`src/rtl/life_manager_pkg.sv`:
```
// life_pkg: shared state encoding and datapath widths for the life manager
package life_pkg;
  typedef enum logic [1:0] {TITLE, PLAY, INVULN, OVER} life_state_t;
  localparam int SCORE_W = 16;
  localparam int TIMER_W = 12;
  localparam int LIVES_W = 3;
endpackage

```
`src/rtl/life_manager_btn_edge.sv`:
```
// btn_edge: two-flop synchroniser for the raw start button plus rising-edge pulse
module btn_edge (
  input  logic clk,
  input  logic rst_n,
  input  logic i_btn,
  output logic o_rise
);
  logic [2:0] r_sync;
  always_ff @(posedge clk or negedge rst_n)
    if (!rst_n) r_sync <= '0;
    else r_sync <= {r_sync[1:0], i_btn};
  assign o_rise = r_sync[1] & ~r_sync[2];
endmodule

```
`src/rtl/life_manager.sv`:
```
// life_manager: lives/invulnerability/game-over FSM with survival score
// Optional HISCORE_EN keeps the best score since reset; otherwise hiscore is tied to 0.
module life_manager
  import life_pkg::*;
#(
  parameter int LIVES     = 3,
  parameter int IFRAMES   = 120,
  parameter int OVER_HOLD = 240
) (
  input  logic               GameClock,
  input  logic               reset_n,
  input  logic               start_btn,
  input  logic               hurt,
  output logic               start,
  output logic [LIVES_W-1:0] lives,
  output logic               invuln,
  output logic               blink,
  output logic               game_over,
  output logic [SCORE_W-1:0] score,
  output logic [SCORE_W-1:0] hiscore
);
  life_state_t        r_state, w_next;
  logic [TIMER_W-1:0] r_timer, w_timer;
  logic [LIVES_W-1:0] w_lives;
  logic [SCORE_W-1:0] w_score, w_inc;
  logic               w_rise;

  btn_edge u_btn (.clk(GameClock), .rst_n(reset_n), .i_btn(start_btn), .o_rise(w_rise));

  assign w_inc = (score == '1) ? score : score + 1'b1;

  always_comb begin
    w_next  = r_state;
    w_timer = r_timer;
    w_lives = lives;
    w_score = score;
    unique case (r_state)
      TITLE: if (w_rise) begin
        w_next  = PLAY;
        w_lives = LIVES_W'(LIVES);
        w_score = '0;
      end
      PLAY: begin
        w_score = w_inc;
        if (hurt && lives > 1) begin
          w_next  = INVULN;
          w_lives = lives - 1'b1;
          w_timer = TIMER_W'(IFRAMES - 1);
        end else if (hurt) begin
          w_next  = OVER;
          w_lives = '0;
          w_timer = TIMER_W'(OVER_HOLD - 1);
          w_score = score;
        end
      end
      INVULN: begin
        w_score = w_inc;
        w_next  = (r_timer == '0) ? PLAY : INVULN;
        w_timer = (r_timer == '0) ? r_timer : r_timer - 1'b1;
      end
      OVER: begin
        w_next  = (r_timer == '0) ? TITLE : OVER;
        w_timer = (r_timer == '0) ? r_timer : r_timer - 1'b1;
      end
    endcase
  end

  // Outputs are registered from the next state so they line up with r_state.
  always_ff @(posedge GameClock or negedge reset_n)
    if (!reset_n) begin
      r_state   <= TITLE;
      r_timer   <= '0;
      lives     <= '0;
      score     <= '0;
      start     <= 1'b0;
      invuln    <= 1'b0;
      blink     <= 1'b0;
      game_over <= 1'b0;
    end else begin
      r_state   <= w_next;
      r_timer   <= w_timer;
      lives     <= w_lives;
      score     <= w_score;
      start     <= (w_next == PLAY) || (w_next == INVULN);
      invuln    <= w_next == INVULN;
      blink     <= (w_next == INVULN) && w_timer[3];
      game_over <= w_next == OVER;
    end

`ifdef HISCORE_EN
  always_ff @(posedge GameClock or negedge reset_n)
    if (!reset_n) hiscore <= '0;
    else if (r_state != OVER && w_next == OVER && score > hiscore) hiscore <= score;
`else
  assign hiscore = '0;
`endif
endmodule
```
`config.mk`:
```
export PLATFORM = sky130hd
export DESIGN_NAME = life_manager
export DESIGN_NICKNAME = d
export VERILOG_FILES = /design/src/rtl/life_manager_pkg.sv /design/src/rtl/life_manager_btn_edge.sv /design/src/rtl/life_manager.sv
export SDC_FILE = /design/constraint.sdc
export NUM_CORES = 1
export LEC_CHECK = 0
export CORE_MARGIN = 4
export CORE_UTILIZATION = 53
export CTS_CLUSTER_DIAMETER = 30
export DETAILED_ROUTE_END_ITERATION = 10
export PLACE_DENSITY = 0.8
export SLEW_MARGIN = 20
export SYNTH_ARGS = -nofsm -noshare
export SYNTH_HDL_FRONTEND = slang
export SYNTH_SLANG_ARGS = --single-unit
export TNS_END_PERCENT = 50
```
`constraint.sdc`:
```
create_clock -name GameClock -period 2.9 [get_ports GameClock]
set_clock_uncertainty 0.05 [all_clocks]
set_input_delay 0.435 -clock GameClock [delete_from_list [all_inputs] [get_ports GameClock]]
set_output_delay 0.435 -clock GameClock [all_outputs]
set_load 0.03 [all_outputs]
```
==> results of run 1 <==
-- flip-flops by register name, summed over array words and instances (netlist names) --
register      cells
blink             1
invuln            1
start             1
r_timer          12
r_state           2
lives             3
score            16
game_over         1
u_btn.r_sync      3
-- layer usage --
layer,up-vias,GRT usage,part of all wire,routed length (µm)
li1,1038,-,-,-
met3,6,0.0375,0.069,394
met2,90,0.306,0.44,2510
met4,0,0.0580,0.0091,52
met1,1055,0.294,0.48,2730
met5,-,0,0,0
-- cell usage in the layout (no fill, tap or decap), drive strengths merged, types with 3 or more instances in the layout --
master and instances:
a211oi 3, a21o 4, a21oi 10, a22o 10
and2 6, buf 5, clkbuf 6, clkdlybuf4s50 25
conb 16, dfrtp 40, ha 12, inv 12
nand2 26, nand2b 6, nand3 9, nand4 5
nor2 19, nor3 7, nor4 6, o211ai 4
o21ai 18, o2bb2ai 3, o41ai 5, or3 5
or4 4, xnor2 3
-- where the power goes --
part	switching (W)	internal, W	leakage (nW)	total [W]
combinational	0.00102	0.000587	0.691	0.00161
sequential	0.000135	0.000674	0.533	0.000808
clock	0.000199	0.000256	0.0552	0.000454
total	0.00135	0.00152	1.28	0.00287
-- stage by stage --
| stage | util | hold WS, ns | std cells | power, W |
|---|---|---|---|---|
| floorplan | - | 0.0894 | 290 | 0.00199 |
| global placement | 0.617 | 0.284 | 347 | 0.00235 |
| detailed placement | 0.617 | 0.305 | 347 | 0.00239 |
| CTS | 0.641 | 0.257 | 355 | 0.00285 |
| global route | 0.641 | 0.307 | 355 | 0.00310 |
| finish | 0.641 | 0.215 | 355 | 0.00287 |
-- area by class of cell --
cell class | instances | area, µm²
tap | 52 | 65.1
multi-input combinational | 213 | 1360
inverter | 12 | 45.0
fill | 382 | 1610
clock inverter | 2 | 35.0
timing repair buffer | 30 | 285
clock buffer | 6 | 72.6
sequential | 40 | 1000
-- critical path: stages (launching register included) --
cell      delay (ns)
dfrtp_1         0.43
or4_4           0.59
or4_4           0.46
o211ai_2        0.17
nor3_1          0.08
or3_1           0.36
ha_1            0.22
and2_1          0.13
-- how the worst max path moves through the flow --
stage / start / endpoint / slack (ns) / cells after the start
2_1_floorplan: r_timer[9] / blink / 0.43 / 7
4_1_cts: r_timer[2] / blink / 0.30 / 7
3_3_place_gp: r_timer[2] / blink / 0.37 / 7
5_1_grt: r_timer[2] / blink / 0.19 / 7
3_5_place_dp: r_timer[2] / blink / 0.32 / 7
6_report: r_timer[2] / blink / 0.29 / 7
-- cell families (layout without fill, tap and decap cells) --
| logic type | Yosys count | count (layout) | share of synthesized area |
|---|---|---|---|
| adders and majority gates | 12 | 12 | 0.0599 |
| other | 1 | 16 | 0.00150 |
| and+or+nand+nor | 105 | 105 | 0.226 |
| muxes | 3 | 3 | 0.0130 |
| xor gates and xnor gates | 3 | 3 | 0.0105 |
| AOI/OAI and AO/OA | 74 | 74 | 0.211 |
| buffers and inverters | 37 | 50 | 0.0793 |
| DFF | 40 | 40 | 0.399 |
==> flow_metrics.py, run 1 <==
metrics = {
    "clock_network": {
        "clk_latency_ns": 0.29,
        "post_cts_buffers": 0,
        "post_cts_resize_count": 0,
        "clockBufferDepth": 2,
        "clkSinkCount": 40,
        "cts_root_buf": "clkbuf_8",
        "cts_tree": "built",
        "path_clk_slew_ns": 0.08,
        "htreeDepth": 2,
        "cts_hold_buf": 0,
        "cts_buffers": 5,
    },
    "placement": {
        "post-place-ws_ns": 0.318,
        "placed_area_mm2": 0.00276,
        "place_congestion": 0.869,
        "io_buffers": 26,
        "hpwl_um": 3960,
    },
    "synthesis": {
        "synthFlopType": "dfrtp_1",
        "async_flop_share": 1.00,
        "synth_top_area_share": 0.399,
        "synth_cells": 275,
        "yosys-top-cells-count": "dfrtp_1, nand2_1, nor2_1, buf_4",
        "synthesis.area_mm2": 0.00251,
        "synth-seq-cells": 40,
        "synth.most_common_cell": "dfrtp_1",
        "ys_seq_area_frac": 0.399,
        "synth_area_leaders": "dfrtp_1, ha_1, buf_4",
        "yosysWarnings": 0,
        "synth_cell_types": 56,
        "yosys.area.top_type": "dfrtp_1",
        "synth_edf_count": 0,
        "avgSynthCellArea_um2": 9.12,
    },
    "critical_path": {
        "cp.arrival_ns": 2.74,
        "cp_max_fo": 6,
        "end_kind": "flip-flop",
        "reg2reg_from": "r_timer[2]",
        "crit_type": "reg -> reg",
        "r2r-end": "blink",
        "rrSetupSlack_ns": 0.29,
        "required_ns": 3.03,
        "reg2regPathDepth": 7,
        "crit_path_start_kind": "flip-flop",
    },
    "drt": {
        "drc": 0,
        "initialDrtViolationCount": 169,
        "antenna_left": 0,
        "vias_per_cell": 6.17,
        "vias": 2189,
        "drt-total-wl_um": 5690,
        "firstDrtPassIters": 5,
        "wire_per_inst_um": 16.0,
    },
    "worst_hold_path": {
        "hold_path.class": "in -> async",
    },
    "floorplan": {
        "die_w_um": 76.8,
        "core_mm2": 0.00447,
        "num_io_pins": 43,
        "dieArea_mm2": 0.00590,
        "fp-row-count": 24,
        "die_h_um": 76.8,
        "start_util": 0.560,
    },
    "timing": {
        "rsz0062_at_grt": "false",
        "maxSlewViolCount": 0,
        "worst-slew-pin-transition_ns": 0.902,
        "fin_tns_setup_ns": 0,
        "fin_crit_ns": 2.61,
        "hold_viol": 0,
        "setup_viol": 0,
        "fin_crit_sh": 0.900,
        "fin_ws_ns": 0.290,
        "fmax_ghz": 0.383,
        "relSlewSlack": 0.399,
    },
    "power": {
        "power.density_mw_per_mm2": 1000,
        "p_leak_nw": 1.28,
        "ir_drop_uv": 592,
    },
    "global_routing": {
        "antenna_found_initial": 0,
        "grt_pass1_vias": 2031,
        "grt_max_degree": 41,
        "grt_pass1_wl_um": 9890,
        "grt_usage": 0.202,
        "overflow": 0,
    },
    "layout": {
        "design_area_mm2": 0.00287,
        "area_growth_pct": 14.4,
        "final_layout_size_suffix_gt1_frac": 0.0627,
        "fin_nets": 318,
        "diodes": 0,
    },
    "flow_run": {
        "cap_violations": 0,
    },
    "status": {
        "status": "completed",
    },
}
(Power assumes the default switching activity.)
==> run 2, diff against run 1 <==
--- a/config.mk
+++ b/config.mk
@@ -6,12 +6,13 @@
 export NUM_CORES = 1
 export LEC_CHECK = 0
 export CORE_MARGIN = 4
-export CORE_UTILIZATION = 53
+export CORE_UTILIZATION = 25
 export CTS_CLUSTER_DIAMETER = 30
 export DETAILED_ROUTE_END_ITERATION = 10
-export PLACE_DENSITY = 0.8
+export RECOVER_POWER = 25
 export SLEW_MARGIN = 20
 export SYNTH_ARGS = -nofsm -noshare
 export SYNTH_HDL_FRONTEND = slang
+export SYNTH_HIERARCHICAL = 1
 export SYNTH_SLANG_ARGS = --single-unit
 export TNS_END_PERCENT = 50
==> run 2 against run 1 <==
The run now ends with max-capacitance violations, max-slew violations left; flip-flop and latch count unchanged; clock power decreased by 16%; first-iteration DRC count decreased by 58%; final cell count increased by 25%; global-route usage decreased by 11 points; non-clock buffer count decreased by 1; register-to-register slack improved by 0.17 ns; die area increased by 110%; sequential share of layout area decreased by 1.9 points; routed wire length increased by 1.8%; clock-buffer cell count increased by 2; critical path type unchanged.
==> flow_metrics.py, run 2 <==
metrics = {
    "status": {
        "status": "finished with violations",
        "violations": "max-capacitance violations, max-slew violations",
    },
    "timing": {
        "relSlewSlack": -0.426,
        "rsz0062_at_grt": "false",
        "fin_crit_sh": 0.841,
        "hold_viol": 0,
        "worst-slew-pin-transition_ns": 2.14,
        "fin_crit_ns": 2.44,
        "fmax_ghz": 0.410,
        "maxSlewViolCount": 41,
        "fin_tns_setup_ns": 0,
        "setup_viol": 0,
    },
    "layout": {
        "fillCellCount": 1091,
        "layout_common_cells": "dfrtp_1, clkdlybuf4s50_1, nor2_1, o21ai_0, nand2_1",
        "top_register": "score",
        "reg.largest.list": "score x16, r_timer x12",
        "final_layout_size_suffix_gt1_frac": 0.0749,
        "largest_reg_flops": 16,
        "fin_nets": 323,
        "mostFrequentLayoutCell": "dfrtp_1",
        "area_growth_pct": 14.9,
        "diodes": 0,
    },
    "clock_network": {
        "path_clk_slew_ns": 0.08,
        "clk_latency_ns": 0.29,
        "cts_root_buf": "clkbuf_8",
        "htreeDepth": 2,
        "post_cts_resize_count": 0,
        "cts_tree": "built",
        "post_cts_buffers": 0,
        "clkSinkCount": 40,
        "cts_hold_buf": 0,
        "clockBufferDepth": 2,
        "cts_buffers": 5,
    },
    "power": {
        "finalPower_w": 0.000988,
        "p_leak_nw": 1.22,
        "power.density_mw_per_mm2": 326,
        "ir_drop_uv": 141,
    },
    "synthesis": {
        "yosys-top-cells-count": "dfrtp_1, nor2_1, o21ai_0, nand2_1, buf_4",
        "synth_cell_types": 65,
        "synth.most_common_cell": "dfrtp_1",
        "yosysWarnings": 6,
        "synth_area_leaders": "dfrtp_1, ha_1, buf_4",
        "async_flop_share": 1.00,
        "avgSynthCellArea_um2": 9.40,
        "ys_seq_area_frac": 0.379,
        "yosys.area.top_type": "dfrtp_1",
        "synth-seq-cells": 40,
        "synth_top_area_share": 0.379,
        "synth_edf_count": 0,
        "synth_cells": 281,
        "synthesis.area_mm2": 0.00264,
        "synthFlopType": "dfrtp_1",
    },
    "critical_path": {
        "required_ns": 3.03,
        "crit_path_start_kind": "flip-flop",
        "crit_type": "reg -> reg",
        "crit_path_start": "r_state[1]",
        "end_kind": "flip-flop",
        "reg2reg_from": "r_state[1]",
        "cp.arrival_ns": 2.56,
        "cp_max_fo": 20,
    },
    "global_routing": {
        "antenna_found_initial": 0,
        "grt_pass1_vias": 2080,
        "grt_usage": 0.0947,
        "overflow": 0,
        "grtUsageMet1": 0.133,
        "grt_max_degree": 41,
        "grt_util_met3": 0.0257,
        "grt_busiest_layer": "met2",
        "grtUsageMet2": 0.144,
        "grt_pass1_wl_um": 9960,
    },
    "drt": {
        "drt-total-wl_um": 5790,
        "drc": 0,
        "antenna_left": 0,
        "wire_per_inst_um": 13.1,
        "vias": 2127,
        "initialDrtViolationCount": 71,
        "vias_per_cell": 4.80,
        "firstDrtPassIters": 4,
    },
    "placement": {
        "hpwl_um": 4160,
        "io_buffers": 26,
        "place_congestion": 0.853,
    },
    "flow_run": {
        "cap_violations": 1,
    },
    "floorplan": {
        "dieArea_mm2": 0.0123,
        "core_mm2": 0.0103,
        "num_io_pins": 43,
        "die_h_um": 111,
        "start_util": 0.256,
        "fp-row-count": 37,
        "die_w_um": 111,
    },
    "worst_hold_path": {
        "hold_path.class": "reg -> reg",
        "min-delay-start": "u_btn/r_sync[0]",
    },
}
run 2: area by class of cell:
class                           count  area, µm²  area share
Multi-Input combinational cell    219       1450       0.479
Sequential cell                    40       1000       0.330
Timing Repair Buffer               29        277      0.0912
Tap cell                          136        170      0.0561
Clock buffer                        8       90.1      0.0297
Inverter                           11       41.3      0.0136
run 2: critical path, cell delays in order (launching register included):
cell and delay [ns]:
dfrtp_1 0.50, inv_1 0.15, ha_1 0.31, nand2_1 0.20
o311ai_2 0.12, buf_4 0.22, nor4_1 0.49, nand3_1 0.15
mux2i_1 0.14
run 2: path summary, 6_finish.rpt:
check | to | slack (ns) | cells after the start
max in group asynchronous | score[2] | 0.86 | 1
min in group asynchronous | r_timer[3] | 0.72 | 1
setup / recovery | score[14] | 0.46 | 8
setup reg to reg | score[14] | 0.46 | 8
hold / removal | u_btn/r_sync[1] | 0.30 | 0
hold reg to reg | u_btn/r_sync[1] | 0.30 | 0
run 2: power by group:
| group | internal [W] | total (W) | switching (W) | leakage [nW] |
|---|---|---|---|---|
| combinational | 0.00000417 | 0.0000445 | 0.0000403 | 0.719 |
| sequential | 0.000559 | 0.000560 | 0.00000102 | 0.454 |
| clock | 0.000194 | 0.000383 | 0.000189 | 0.0455 |
| total | 0.000758 | 0.000988 | 0.000230 | 1.22 |
run 2: layer usage:
metal  routed length (µm)  vias to the layer above
met1                 2840                     1019
met4                   36                        0
met5                    0                        -
met3                  328                        4
li1                     -                     1055
met2                 2590                       49
run 2: kinds of logic (layout without fill, tap and decap cells):
| kind of cell | count (synthesis) | in the layout | share of synthesized area |
|---|---|---|---|
| muxes | 6 | 6 | 0.0237 |
| adders and majority gates | 13 | 13 | 0.0616 |
| buffers and inverters | 37 | 48 | 0.0915 |
| DFF | 40 | 40 | 0.379 |
| and+or+nand+nor | 106 | 106 | 0.231 |
| xor gates and xnor gates | 1 | 1 | 0.00332 |
| other | 1 | 16 | 0.00142 |
| AOI/OAI and AO/OA | 77 | 77 | 0.209 |
run 2: per-stage QoR:
stage | cells | utilization | instance area [µm²] | setup slack, ns | hold slack, ns
6_report | 443 | 0.294 | 3030 | 0.462 | 0.301
5_1_grt | 443 | 0.294 | 3030 | 0.254 | 0.329
2_1_floorplan | 296 | - | 2700 | 0.562 | 0.0894
3_3_place_gp | 435 | 0.285 | 2940 | 0.418 | 0.284
4_1_cts | 443 | 0.294 | 3030 | 0.453 | 0.266
3_5_place_dp | 435 | 0.285 | 2940 | 0.419 | 0.285
